File: src/rtl/mtm_alu_host.sv
// Host-side endpoint of the mtm_Alu serial link: serializes one (A, B, op) command
// frame on tx, then receives and checks the ALU response frame on rx.
module mtm_alu_host #(
    parameter int RSP_TIMEOUT = 1023
) (
    input  logic        clk,
    input  logic        rst,
    input  logic        req_valid,
    output logic        req_ready,
    input  logic [31:0] req_A,
    input  logic [31:0] req_B,
    input  logic [2:0]  req_op,
    output logic        tx,
    input  logic        rx,
    output logic        rsp_valid,
    output logic [31:0] rsp_C,
    output logic [3:0]  rsp_flags,
    output logic [5:0]  rsp_err_flags,
    output logic [1:0]  rsp_status
);

    typedef enum logic [2:0] {
        S_IDLE,
        S_TX,
        S_WAIT,
        S_RX,
        S_DONE
    } state_t;

    // Timeout fires on this count so the pulse lands RSP_TIMEOUT cycles after the last stop bit.
    localparam logic [9:0] TO_LAST = 10'(RSP_TIMEOUT - 2);

    function automatic logic [3:0] crc4(input logic [67:0] d);
        logic [3:0] c;
        c = 4'h0;
        for (int i = 67; i >= 0; i--) begin
            c = {c[2:0], 1'b0} ^ ({4{c[3] ^ d[i]}} & 4'b0011);
        end
        return c;
    endfunction

    function automatic logic [2:0] crc3(input logic [36:0] d);
        logic [2:0] c;
        c = 3'h0;
        for (int i = 36; i >= 0; i--) begin
            c = {c[1:0], 1'b0} ^ ({3{c[2] ^ d[i]}} & 3'b011);
        end
        return c;
    endfunction

    state_t      state;
    logic [98:0] tx_sr;
    logic [6:0]  bit_cnt;
    logic [2:0]  pkt_cnt;
    logic [9:0]  tcnt;
    logic [8:0]  rx_sr;
    logic [31:0] c_sr;
    logic        frame_err;

    logic [63:0] op_bytes;
    logic [98:0] frame;

    always_comb begin
        op_bytes = {req_B, req_A};
        frame    = '0;
        for (int i = 0; i < 8; i++) begin
            frame[98 - 11*i -: 11] = {2'b00, op_bytes[63 - 8*i -: 8], 1'b1};
        end
        frame[10:0] = {2'b01, 1'b0, req_op, crc4({req_B, req_A, 1'b1, req_op}), 1'b1};
    end

    // Packet being completed: rx_sr holds {type, payload}, rx is the stop bit.
    logic       p_type;
    logic [7:0] p_pay;
    logic       p_stop;
    logic       err_frame_ok;
    logic       norm_ok;

    assign p_type       = rx_sr[8];
    assign p_pay        = rx_sr[7:0];
    assign p_stop       = rx;
    assign err_frame_ok = p_stop & ~(^p_pay);
    assign norm_ok      = ~frame_err & p_type & ~p_pay[7] & p_stop &
                          (crc3({c_sr, 1'b0, p_pay[6:3]}) == p_pay[2:0]);

    always_ff @(posedge clk or posedge rst) begin
        if (rst) begin
            state         <= S_IDLE;
            tx            <= 1'b1;
            req_ready     <= 1'b1;
            rsp_valid     <= 1'b0;
            rsp_C         <= '0;
            rsp_flags     <= '0;
            rsp_err_flags <= '0;
            rsp_status    <= 2'b00;
            tx_sr         <= '0;
            bit_cnt       <= '0;
            pkt_cnt       <= '0;
            tcnt          <= '0;
            rx_sr         <= '0;
            c_sr          <= '0;
            frame_err     <= 1'b0;
        end else begin
            case (state)
                S_IDLE: begin
                    if (req_valid && req_ready) begin
                        tx        <= frame[98];
                        tx_sr     <= {frame[97:0], 1'b1};
                        bit_cnt   <= '0;
                        req_ready <= 1'b0;
                        state     <= S_TX;
                    end
                end
                S_TX: begin
                    if (bit_cnt == 7'd98) begin
                        tx        <= 1'b1;
                        tcnt      <= '0;
                        pkt_cnt   <= '0;
                        frame_err <= 1'b0;
                        state     <= S_WAIT;
                    end else begin
                        tx      <= tx_sr[98];
                        tx_sr   <= {tx_sr[97:0], 1'b1};
                        bit_cnt <= bit_cnt + 7'd1;
                    end
                end
                S_WAIT: begin
                    if (!rx) begin
                        bit_cnt <= '0;
                        state   <= S_RX;
                    end else if (tcnt >= TO_LAST) begin
                        rsp_C         <= '0;
                        rsp_flags     <= '0;
                        rsp_err_flags <= '0;
                        rsp_status    <= 2'b11;
                        rsp_valid     <= 1'b1;
                        state         <= S_DONE;
                    end else if (tcnt != 10'h3FF) begin
                        tcnt <= tcnt + 10'd1;
                    end
                end
                S_RX: begin
                    if (bit_cnt == 7'd9) begin
                        if (pkt_cnt == 3'd0 && p_type && p_pay[7]) begin
                            rsp_C         <= '0;
                            rsp_flags     <= '0;
                            rsp_err_flags <= p_pay[6:1];
                            rsp_status    <= err_frame_ok ? 2'b01 : 2'b10;
                            rsp_valid     <= 1'b1;
                            state         <= S_DONE;
                        end else if (pkt_cnt == 3'd4) begin
                            rsp_C         <= c_sr;
                            rsp_flags     <= p_pay[6:3];
                            rsp_err_flags <= '0;
                            rsp_status    <= norm_ok ? 2'b00 : 2'b10;
                            rsp_valid     <= 1'b1;
                            state         <= S_DONE;
                        end else begin
                            // Framing faults are remembered so the whole frame is still consumed.
                            c_sr      <= {c_sr[23:0], p_pay};
                            frame_err <= frame_err | p_type | ~p_stop;
                            pkt_cnt   <= pkt_cnt + 3'd1;
                            tcnt      <= '0;
                            state     <= S_WAIT;
                        end
                    end else begin
                        rx_sr   <= {rx_sr[7:0], rx};
                        bit_cnt <= bit_cnt + 7'd1;
                    end
                end
                S_DONE: begin
                    rsp_valid <= 1'b0;
                    req_ready <= 1'b1;
                    state     <= S_IDLE;
                end
                default: state <= S_IDLE;
            endcase
        end
    end

endmodule

File: config.mk
export PLATFORM = sky130hd
export DESIGN_NAME = mtm_alu_host
export DESIGN_NICKNAME = d
export VERILOG_FILES = /design/src/rtl/mtm_alu_host.sv
export SDC_FILE = /design/constraint.sdc
export NUM_CORES = 1
export LEC_CHECK = 0
export ABC_CLOCK_PERIOD_IN_PS = 11900
export CORE_AREA = 4 4 146 134
export CTS_CLUSTER_SIZE = 24
export DETAILED_ROUTE_END_ITERATION = 16
export DIE_AREA = 0 0 150 138
export GPL_TIMING_DRIVEN = 0
export PLACE_DENSITY = 0.82
export SYNTH_ARGS = -nofsm -noshare
export SYNTH_HDL_FRONTEND = slang
export SYNTH_SLANG_ARGS = --single-unit
File: constraint.sdc
create_clock -name clk -period 11.9 [get_ports clk]
set_input_delay 2.38 -clock clk [delete_from_list [all_inputs] [get_ports clk]]
set_output_delay 2.38 -clock clk [all_outputs]
set_load 0.05 [all_outputs]
==> impl_metrics.json, run 1 <==
{
  "synth.yosys.seq_area_share": 0.493,
  "stdcell_area_um2": 12900,
  "place_area_um2": 12200,
  "synth_common_cells": "209 x dfrtp_1, 105 x nand2_1, 100 x o21ai_0",
  "drt-total-wl_um": 25200,
  "async_flop_share": 1.00,
  "gp_congestion": 0.879,
  "crit_start": "req_B[30]",
  "ys_types": 48,
  "max_freq_mhz": 188,
  "synthesis.nets": 995,
  "ys_top_cells_by_area": "dfrtp_1 49%, xnor3_1 7.6%, xnor2_1 7.0%",
  "p_per_area_nw_per_um2": 147,
  "cts.sinks": 211,
  "fin_nets": 1138,
  "cts_root_buffer": "clkbuf_16",
  "min_path_type": "reg2reg",
  "drive_gt1_frac": 0.0772,
  "ir_drop_v": 0.000125,
  "grt_usage": 0.244,
  "wl_per_cell_um": 19.1,
  "multi_input_area_um2": 5170,
  "rsz0062_at_grt": "no",
  "post-route-min-period_ns": 5.32,
  "place_hpwl_um": 18000,
  "cts_tree": "done",
  "required_ns": 12.28,
  "syn_area_per_cell_um2": 11.7,
  "start_kind": "primary input",
  "drt_iter0_drc": 507,
  "dieArea_um2": 20700,
  "netlist.area_leader.share": 0.489,
  "rrSetupSlack_ns": 8.01,
  "cts_hold_buf": 0,
  "r2r-start": "state[2]$_DFFE_PP0P_",
  "cp-end-kind": "register",
  "synth_edf_count": 0,
  "dp_cells": 1279,
  "overflow": 0,
  "synth_top_cell_by_area": "dfrtp_1",
  "diodes": 0,
  "p_leak_uw": 0.00603,
  "core_area_um2": 18100,
  "final_cells": 1320,
  "min_from": "tx_sr[0]$_DFFE_PP0P_",
  "die_w_um": 150,
  "fillers": 1308,
  "drc": 0,
  "cts.path.max_buffers": 3,
  "post_cts_resize_count": 0,
  "antenna_found_initial": 0,
  "area_growth_pct": 20.9,
  "max_slew_margin": 0.0390,
  "rows": 47,
  "htree_levels": 1,
  "worst_pin_slew_ns": 1.43,
  "viasPerCell": 5.76,
  "setup_tns_ns": 0,
  "synth.ff_latch_count": 211,
  "via_count": 7606,
  "report.final.slew_viol_count": 0,
  "yosysMostFrequentCell": "dfrtp_1",
  "numPortBuffers": 117,
  "chipHeight_um": 138,
  "crit_type": "in2reg",
  "yosys_most_used_dff": "dfrtp_1",
  "finalSetupViolCount": 0,
  "syn_inst": 916,
  "seq_area_um2": 5280,
  "finalHoldViolations": 0,
  "clk_pin_slew_worst_paths_ns": 0.06,
  "io_pins": 118,
  "cp.arrival_ns": 5.70,
  "dr.pass1.iters": 6,
  "insertion_delay_ns": 0.52,
  "grt_pass1_vias": 7590,
  "cts_setup_buffers": 0,
  "cap_viol_max_count": 0,
  "fin_skew_ns": 0.0265,
  "syn_area_um2": 10700,
  "power_uw": 1900,
  "cp_max_fo": 3,
  "pre_cts_ws_ns": 6.10,
  "start_util": 0.591,
  "grt_pass1_wl_um": 40600,
  "final.setup.worst_slack_ns": 6.58,
  "ys_warn_count": 0,
  "numCtsBuffers": 23,
  "grt_max_degree": 120,
  "ant_nets": 0,
  "status": "complete, no violations",
  "finalCritPeriodShare": 0.447
}
-- where the power goes --
| group | internal [uW] | switching [uW] | leakage [uW] |
|---|---|---|---|
| Combinational | 297 | 181 | 0.00311 |
| Clock | 404 | 283 | 0.000359 |
| Sequential | 728 | 5.97 | 0.00256 |
-- path summary, 6_finish.rpt --
path / to / cells past startpoint
min reg2reg: tx_sr[0]$_DFFE_PP0P_ / 1
max in group asynchronous: rsp_err_flags[5]$_DFFE_PP0P_ / 3
max reg2reg: tx_sr[2]$_DFFE_PP0P_ / 12
max: tx_sr[3]$_DFFE_PP0P_ / 9
min in group asynchronous: tx_sr[72]$_DFFE_PP0P_ / 2
min: tx_sr[0]$_DFFE_PP0P_ / 1
-- kinds of logic (layout without fill, tap and decap cells) --
group,Yosys count,in the layout,synth area share
xor+xnor,151,151,0.174
flops,211,211,0.493
buf+inv,66,225,0.0233
simple gates,183,183,0.0771
mux,109,109,0.107
fa+ha+maj,8,8,0.00935
compound gates,188,188,0.116
-- cell usage in the layout, fill, tap and decap left out, drive strengths merged, types with 7 or more instances in the layout --
master,synthesis,final
xnor3,38,38
nor2,25,25
xnor2,85,85
ha,8,8
xor2,27,27
a22o,54,54
o21ai,101,101
mux2,39,39
and3,7,7
o22a,11,11
clkbuf,41,75
nand4,14,14
mux2i,70,70
dfrtp,209,209
buf,10,11
clkdlybuf4s50,0,117
inv,15,16
nand2,105,105
-- layer usage --
layer,global-route usage,vias to the layer above,routed length (um)
met5,0,-,0
met4,0.0443,0,444
met3,0.0330,40,1460
met2,0.362,224,11400
met1,0.391,3834,11900
li1,-,3508,-
-- flip-flops by register name (all words and copies together) (netlist names) --
register / flops
rsp_flags: 4
state: 3
frame_err: 1
c_sr: 32
rsp_status: 2
tx: 1
rsp_valid: 1
tcnt: 10
rsp_err_flags: 6
bit_cnt: 7
pkt_cnt: 3
tx_sr: 99
rx_sr: 9
rsp_C: 32
req_ready: 1
-- cell type report --
| cell class | count | share of cell area |
|---|---|---|
| tap | 245 | 0.0237 |
| buffer | 51 | 0.0149 |
| clock buffer | 34 | 0.0507 |
| sequential | 211 | 0.408 |
| timing repair buffer | 118 | 0.0926 |
| multi-input combinational | 639 | 0.400 |
| inverter | 15 | 0.00493 |
| clock inverter | 7 | 0.00551 |
-- worst max-delay path, stage by stage --
cell             delay [ns]
clkdlybuf4s50_1        0.52
xnor3_1                0.42
xnor3_2                0.45
xnor3_1                0.41
xnor3_2                0.46
xnor3_1                0.42
xnor3_1                0.31
o21ai_1                0.06
mux2_4                 0.26
-- through the flow --
step | hold WS [ns] | utilization
floorplan | 0.436 | -
global placement | 0.451 | 0.673
detailed placement | 0.453 | 0.675
CTS | 0.470 | 0.715
global route | 0.486 | 0.715
finish | 0.470 | 0.715
Note: power is estimated with default switching activity, not from simulation.
==> inputs of run 2 (changes only) <==
==> config.mk (replaced) <==
export PLATFORM = sky130hd
export DESIGN_NAME = mtm_alu_host
export DESIGN_NICKNAME = d
export VERILOG_FILES = /design/src/rtl/mtm_alu_host.sv
export SDC_FILE = /design/constraint.sdc
export NUM_CORES = 1
export LEC_CHECK = 0
export ABC_CLOCK_PERIOD_IN_PS = 5500
export CORE_AREA = 4 4 150 138
export CTS_CLUSTER_SIZE = 24
export DETAILED_ROUTE_END_ITERATION = 16
export DIE_AREA = 0 0 154 142
export GPL_TIMING_DRIVEN = 0
export PLACE_DENSITY = 0.78
export SYNTH_ARGS = -nofsm -noshare
export SYNTH_HDL_FRONTEND = slang
export SYNTH_SLANG_ARGS = --single-unit
==> constraint.sdc (replaced) <==
create_clock -name clk -period 5.5 [get_ports clk]
set_input_delay 1.1 -clock clk [delete_from_list [all_inputs] [get_ports clk]]
set_output_delay 1.1 -clock clk [all_outputs]
set_load 0.05 [all_outputs]
==> run 2 against run 1 <==
  * Core utilization decreased by 2.9 points
  * Via count decreased by 0.51%
  * Final cell count increased by 0.76%
  * Largest cell class unchanged
==> impl_metrics.json, run 2 (synthesis results as in run 1) <==
{
  "worst_pin_slew_ns": 1.32,
  "dp_cells": 1288,
  "place_hpwl_um": 18500,
  "cts_tree": "done",
  "dieArea_um2": 21900,
  "ant_nets": 0,
  "grt_pass1_vias": 7818,
  "largest_reg_flops": 99,
  "regMostFlops": "tx_sr",
  "cts.path.max_buffers": 3,
  "core_area_um2": 19000,
  "io_pins": 118,
  "drive_gt1_frac": 0.0880,
  "drt-total-wl_um": 25500,
  "cts_hold_buf": 0,
  "fin_nets": 1142,
  "max_freq_mhz": 247,
  "top_regs": "tx_sr x99, c_sr x32, rsp_C x32",
  "wl_per_cell_um": 19.1,
  "drt_iter0_drc": 535,
  "numCtsBuffers": 23,
  "start_util": 0.562,
  "setup_tns_ns": 0,
  "final_cell_mix": "209 x dfrtp_1, 117 x clkdlybuf4s50_1, 105 x nand2_1, 100 x o21ai_0, 85 x xnor2_1",
  "p_leak_uw": 0.00608,
  "htree_levels": 1,
  "die_w_um": 154,
  "fin_skew_ns": 0.0102,
  "cpLargestDelayFamily": "XOR/XNOR gates",
  "fillers": 1403,
  "crit_slowest_cell": "clkdlybuf4s50_1",
  "clk_pin_slew_worst_paths_ns": 0.06,
  "ir_drop_v": 0.000267,
  "chipHeight_um": 142,
  "report.final.slew_viol_count": 0,
  "grt_max_degree": 44,
  "grt_pass1_wl_um": 41700,
  "diodes": 0,
  "cts_setup_buffers": 0,
  "rows": 48,
  "crit_top_cell": "xnor3_1",
  "final_common_cell": "dfrtp_1",
  "grt_usage": 0.234,
  "crit_type": "in2reg",
  "p_per_area_nw_per_um2": 320,
  "gp_congestion": 0.839,
  "insertion_delay_ns": 0.51,
  "cp-end-kind": "register",
  "drc": 0,
  "required_ns": 5.89,
  "cp.arrival_ns": 4.44,
  "status": "complete, no violations",
  "post-route-min-period_ns": 4.05,
  "finalCritPeriodShare": 0.736,
  "overflow": 0,
  "crit_buf_inv": 1,
  "rrSetupSlack_ns": 1.61,
  "finalHoldViolations": 0,
  "cap_viol_max_count": 0,
  "antenna_found_initial": 0,
  "min_path_type": "reg2reg",
  "finalSetupViolCount": 0,
  "cts.sinks": 211,
  "cp_max_fo": 3,
  "dr.pass1.iters": 5,
  "numPortBuffers": 117,
  "crit_chain": "clkdlybuf4s50_1 -> xnor3_1 -> xnor3_2 -> xnor3_1 -> xnor3_2 -> xnor3_1 -> xnor3_1 -> o21ai_1 -> mux2_4",
  "viasPerCell": 5.69,
  "start_kind": "primary input",
  "via_count": 7567,
  "cpPeakStageDelay_ns": 0.52,
  "cts_root_buffer": "clkbuf_16",
  "area_growth_pct": 22.0,
  "max_slew_margin": 0.109,
  "final_cells": 1330,
  "rsz0062_at_grt": "no",
  "post_cts_resize_count": 0
}
-- run 2: per-layer routing --
| layer | global-route usage | part of all wire | vias up |
|---|---|---|---|
| met5 | 0 | 0 | - |
| met4 | 0.0516 | 0.020 | 0 |
| met3 | 0.0274 | 0.049 | 36 |
| met2 | 0.353 | 0.45 | 209 |
| met1 | 0.368 | 0.49 | 3799 |
| li1 | - | - | 3523 |
-- run 2: where the power goes --
| group | switching [uW] | internal, uW | total (uW) |
|---|---|---|---|
| combinational | 403 | 648 | 1050 |
| sequential | 13.4 | 1580 | 1590 |
| clock | 636 | 906 | 1540 |
-- run 2: per-stage QoR --
stage          setup WS, ns  total power, uW  area, um^2  utilization  hold WS, ns
6_report               1.45             4180       13100        0.686        0.477
5_1_grt                1.30             4340       13100        0.686        0.498
4_1_cts                1.49             4200       13100        0.686        0.480
3_5_place_dp          0.982             2650       12300        0.646        0.453
3_3_place_gp         0.0210             2620       12200        0.640        0.450
2_1_floorplan          1.66             2430       10700            -        0.436
-- run 2: final cells by class --
class                   instances  area, um^2  share of cell area
inverters                      15        60.1             0.00460
clock inverters                15         138              0.0105
flip-flops and latches        211        5280               0.405
repair buffers                122        1270              0.0974
multi-input cells             639        5180               0.397
clock buffers                  27         621              0.0475
well taps                     250         313              0.0240
plain buffers                  51         193              0.0148
-- run 2: final timing paths --
path	start	depth (start not counted)	end
min in group asynchronous	rst	2	tcnt[5]$_DFFE_PP0P_
hold / removal	tx_sr[0]$_DFFE_PP0P_	1	tx_sr[0]$_DFFE_PP0P_
hold reg to reg	tx_sr[0]$_DFFE_PP0P_	1	tx_sr[0]$_DFFE_PP0P_
setup reg to reg	state[2]$_DFFE_PP0P_	12	tx_sr[96]$_DFFE_PP0P_
max in group asynchronous	rst	4	c_sr[8]$_DFFE_PP0P_
setup / recovery	req_B[30]	9	tx_sr[3]$_DFFE_PP0P_
-- run 2: worst register-to-register path, stage by stage, from the launching register on --
cell and delay (ns):
dfrtp_1 0.36, clkbuf_1 0.21, nand2b_1 0.20, clkbuf_1 0.23
nor4_1 0.60, or3_1 0.24, or2_2 0.11, clkbuf_1 0.27
clkbuf_1 0.45, clkbuf_1 0.47, buf_1 0.48, nand2_1 0.10
o21ai_0 0.09
==> inputs of run 3 (changes only) <==
--- a/config.mk
+++ b/config.mk
@@ -5,7 +5,7 @@
 export SDC_FILE = /design/constraint.sdc
 export NUM_CORES = 1
 export LEC_CHECK = 0
-export ABC_CLOCK_PERIOD_IN_PS = 5500
+export ABC_CLOCK_PERIOD_IN_PS = 4000
 export CORE_AREA = 4 4 150 138
 export CTS_CLUSTER_SIZE = 24
 export DETAILED_ROUTE_END_ITERATION = 16
==> constraint.sdc (replaced) <==
create_clock -name clk -period 4 [get_ports clk]
set_input_delay 0.8 -clock clk [delete_from_list [all_inputs] [get_ports clk]]
set_output_delay 0.8 -clock clk [all_outputs]
set_load 0.05 [all_outputs]
==> run 3 against run 2 <==
  * Wire length rose by 0.31%
  * First-iteration DRC count fell by 6.7%
  * Sequential power rose by 37%
  * Via count barely moved
  * Setup slack got worse by 1.2 ns
  * Final cell count did not move
  * Design area barely moved
  * Worst hold slack improved by 0.0024 ns
==> impl_metrics.json, run 3 (synthesis results as in run 1) <==
{
  "finalCritPeriodShare": 0.933,
  "fin_nets": 1142,
  "max_freq_mhz": 268,
  "drive_gt1_frac": 0.0898,
  "cts.path.max_buffers": 3,
  "ir_drop_v": 0.000361,
  "finalHoldViolations": 0,
  "drc": 0,
  "ant_nets": 0,
  "insertion_delay_ns": 0.51,
  "grt_pass1_vias": 7818,
  "grt_usage": 0.234,
  "core_area_um2": 19000,
  "start_util": 0.562,
  "diodes": 0,
  "pre_cts_ws_ns": -0.218,
  "cts_setup_buffers": 0,
  "sw_frac_of_total": 0.251,
  "overflow": 0,
  "top_regs": "tx_sr x99, c_sr x32, rsp_C x32",
  "hold_slack_ns": 0.479,
  "final_util": 0.686,
  "final_cell_mix": "209 x dfrtp_1, 117 x clkdlybuf4s50_1, 105 x nand2_1, 100 x o21ai_0, 85 x xnor2_1",
  "chipHeight_um": 142,
  "power_frac_clock": 0.370,
  "cts_tree": "done",
  "drt_iter0_drc": 499,
  "clk_pin_slew_worst_paths_ns": 0.06,
  "numPortBuffers": 117,
  "p_per_area_nw_per_um2": 440,
  "dr.pass1.iters": 5,
  "rows": 48,
  "die_w_um": 154,
  "post-route-min-period_ns": 3.73,
  "finalSetupViolCount": 0,
  "report.final.slew_viol_count": 0,
  "wl_per_cell_um": 19.2,
  "numCtsBuffers": 23,
  "grt_pass1_wl_um": 41700,
  "via_count": 7574,
  "rsz0062_at_grt": "no",
  "io_pins": 118,
  "dieArea_um2": 21900,
  "place_hpwl_um": 18500,
  "cp_max_fo": 3,
  "fin_skew_ns": 0.0105,
  "gp_congestion": 0.839,
  "start_kind": "primary input",
  "worst_pin_slew_ns": 1.31,
  "crit_type": "in2reg",
  "p_int_uw": 4300,
  "final.setup.worst_slack_ns": 0.268,
  "setup_tns_ns": 0,
  "min_path_cells": 1,
  "cts_hold_buf": 0,
  "switchingPower_uw": 1450,
  "cts_root_buffer": "clkbuf_16",
  "drt-total-wl_um": 25500,
  "area_growth_pct": 22.0,
  "regMostFlops": "tx_sr",
  "cap_viol_max_count": 0,
  "r2r_cells": 12,
  "post_cts_resize_count": 0,
  "largest_reg_flops": 99,
  "antenna_found_initial": 0,
  "viasPerCell": 5.69,
  "grt_max_degree": 44,
  "stdcell_area_um2": 13100,
  "final_common_cell": "dfrtp_1",
  "place_area_um2": 12300,
  "status": "complete, no violations",
  "cp.arrival_ns": 4.12,
  "pwr-share-seq": 0.380,
  "p_leak_uw": 0.00608,
  "cp-end-kind": "register",
  "cts.sinks": 211,
  "p_comb_frac": 0.250,
  "min_path_type": "reg2reg",
  "max_slew_margin": 0.117,
  "required_ns": 4.39,
  "htree_levels": 1
}
==> run 3: changes by cell type in the layout (fill, tap and decap cells not counted) <==
| cell | previous run | this run |
|---|---|---|
| clkbuf_1 | 42 | 41 |
| clkbuf_2 | 0 | 1 |
| nor4_2 | 0 | 1 |
| nor4_1 | 2 | 1 |
==> run 3: worst max-delay path, cell delays in order <==
cell and delay (ns):
clkdlybuf4s50_1 0.52, xnor3_1 0.40, xnor3_2 0.45, xnor3_1 0.40
xnor3_2 0.47, xnor3_1 0.44, xnor3_1 0.31, o21ai_1 0.06
mux2_4 0.27
==> run 3: final cells by class <==
class / count / area [um^2]
Fill cell: 1401 / 5970
Sequential cell: 211 / 5280
Multi-Input combinational cell: 639 / 5180
Timing Repair Buffer: 122 / 1270
Clock buffer: 27 / 621
Tap cell: 250 / 313
Buffer: 51 / 194
Clock inverter: 15 / 138
Inverter: 15 / 60.1
==> run 3: power by group through the flow <==
stage | sequential (uW) | clock (uW) | combinational [uW]
global placement | 2220 | 0 | 1380
finish | 2180 | 2120 | 1440
detailed placement | 2220 | 0 | 1420
CTS | 2180 | 2160 | 1430
global route | 2190 | 2250 | 1530
floorplan | 2220 | 0 | 1120
==> run 3: per-stage QoR <==
step,std cells,total power (uW)
after floorplan,916,3340
after global placement,1283,3610
after detailed placement,1288,3640
after CTS,1330,5780
after global routing,1330,5970
final,1330,5750
==> run 3: path summary, 6_finish.rpt <==
path	start	end	slack (ns)
setup / recovery	req_B[30]	tx_sr[3]$_DFFE_PP0P_	0.27
hold / removal	tx_sr[0]$_DFFE_PP0P_	tx_sr[0]$_DFFE_PP0P_	0.48
setup reg to reg	state[2]$_DFFE_PP0P_	tx_sr[96]$_DFFE_PP0P_	0.37
hold reg to reg	tx_sr[0]$_DFFE_PP0P_	tx_sr[0]$_DFFE_PP0P_	0.48
max in group asynchronous	rst	c_sr[8]$_DFFE_PP0P_	2.33
min in group asynchronous	rst	tx_sr[69]$_DFFE_PP0P_	0.76
==> run 3: routing by layer <==
layer / GRT usage / wire [um]
met5: 0 / 0
met4: 0.0516 / 522
met3: 0.0274 / 1190
met2: 0.353 / 11300
met1: 0.368 / 12500
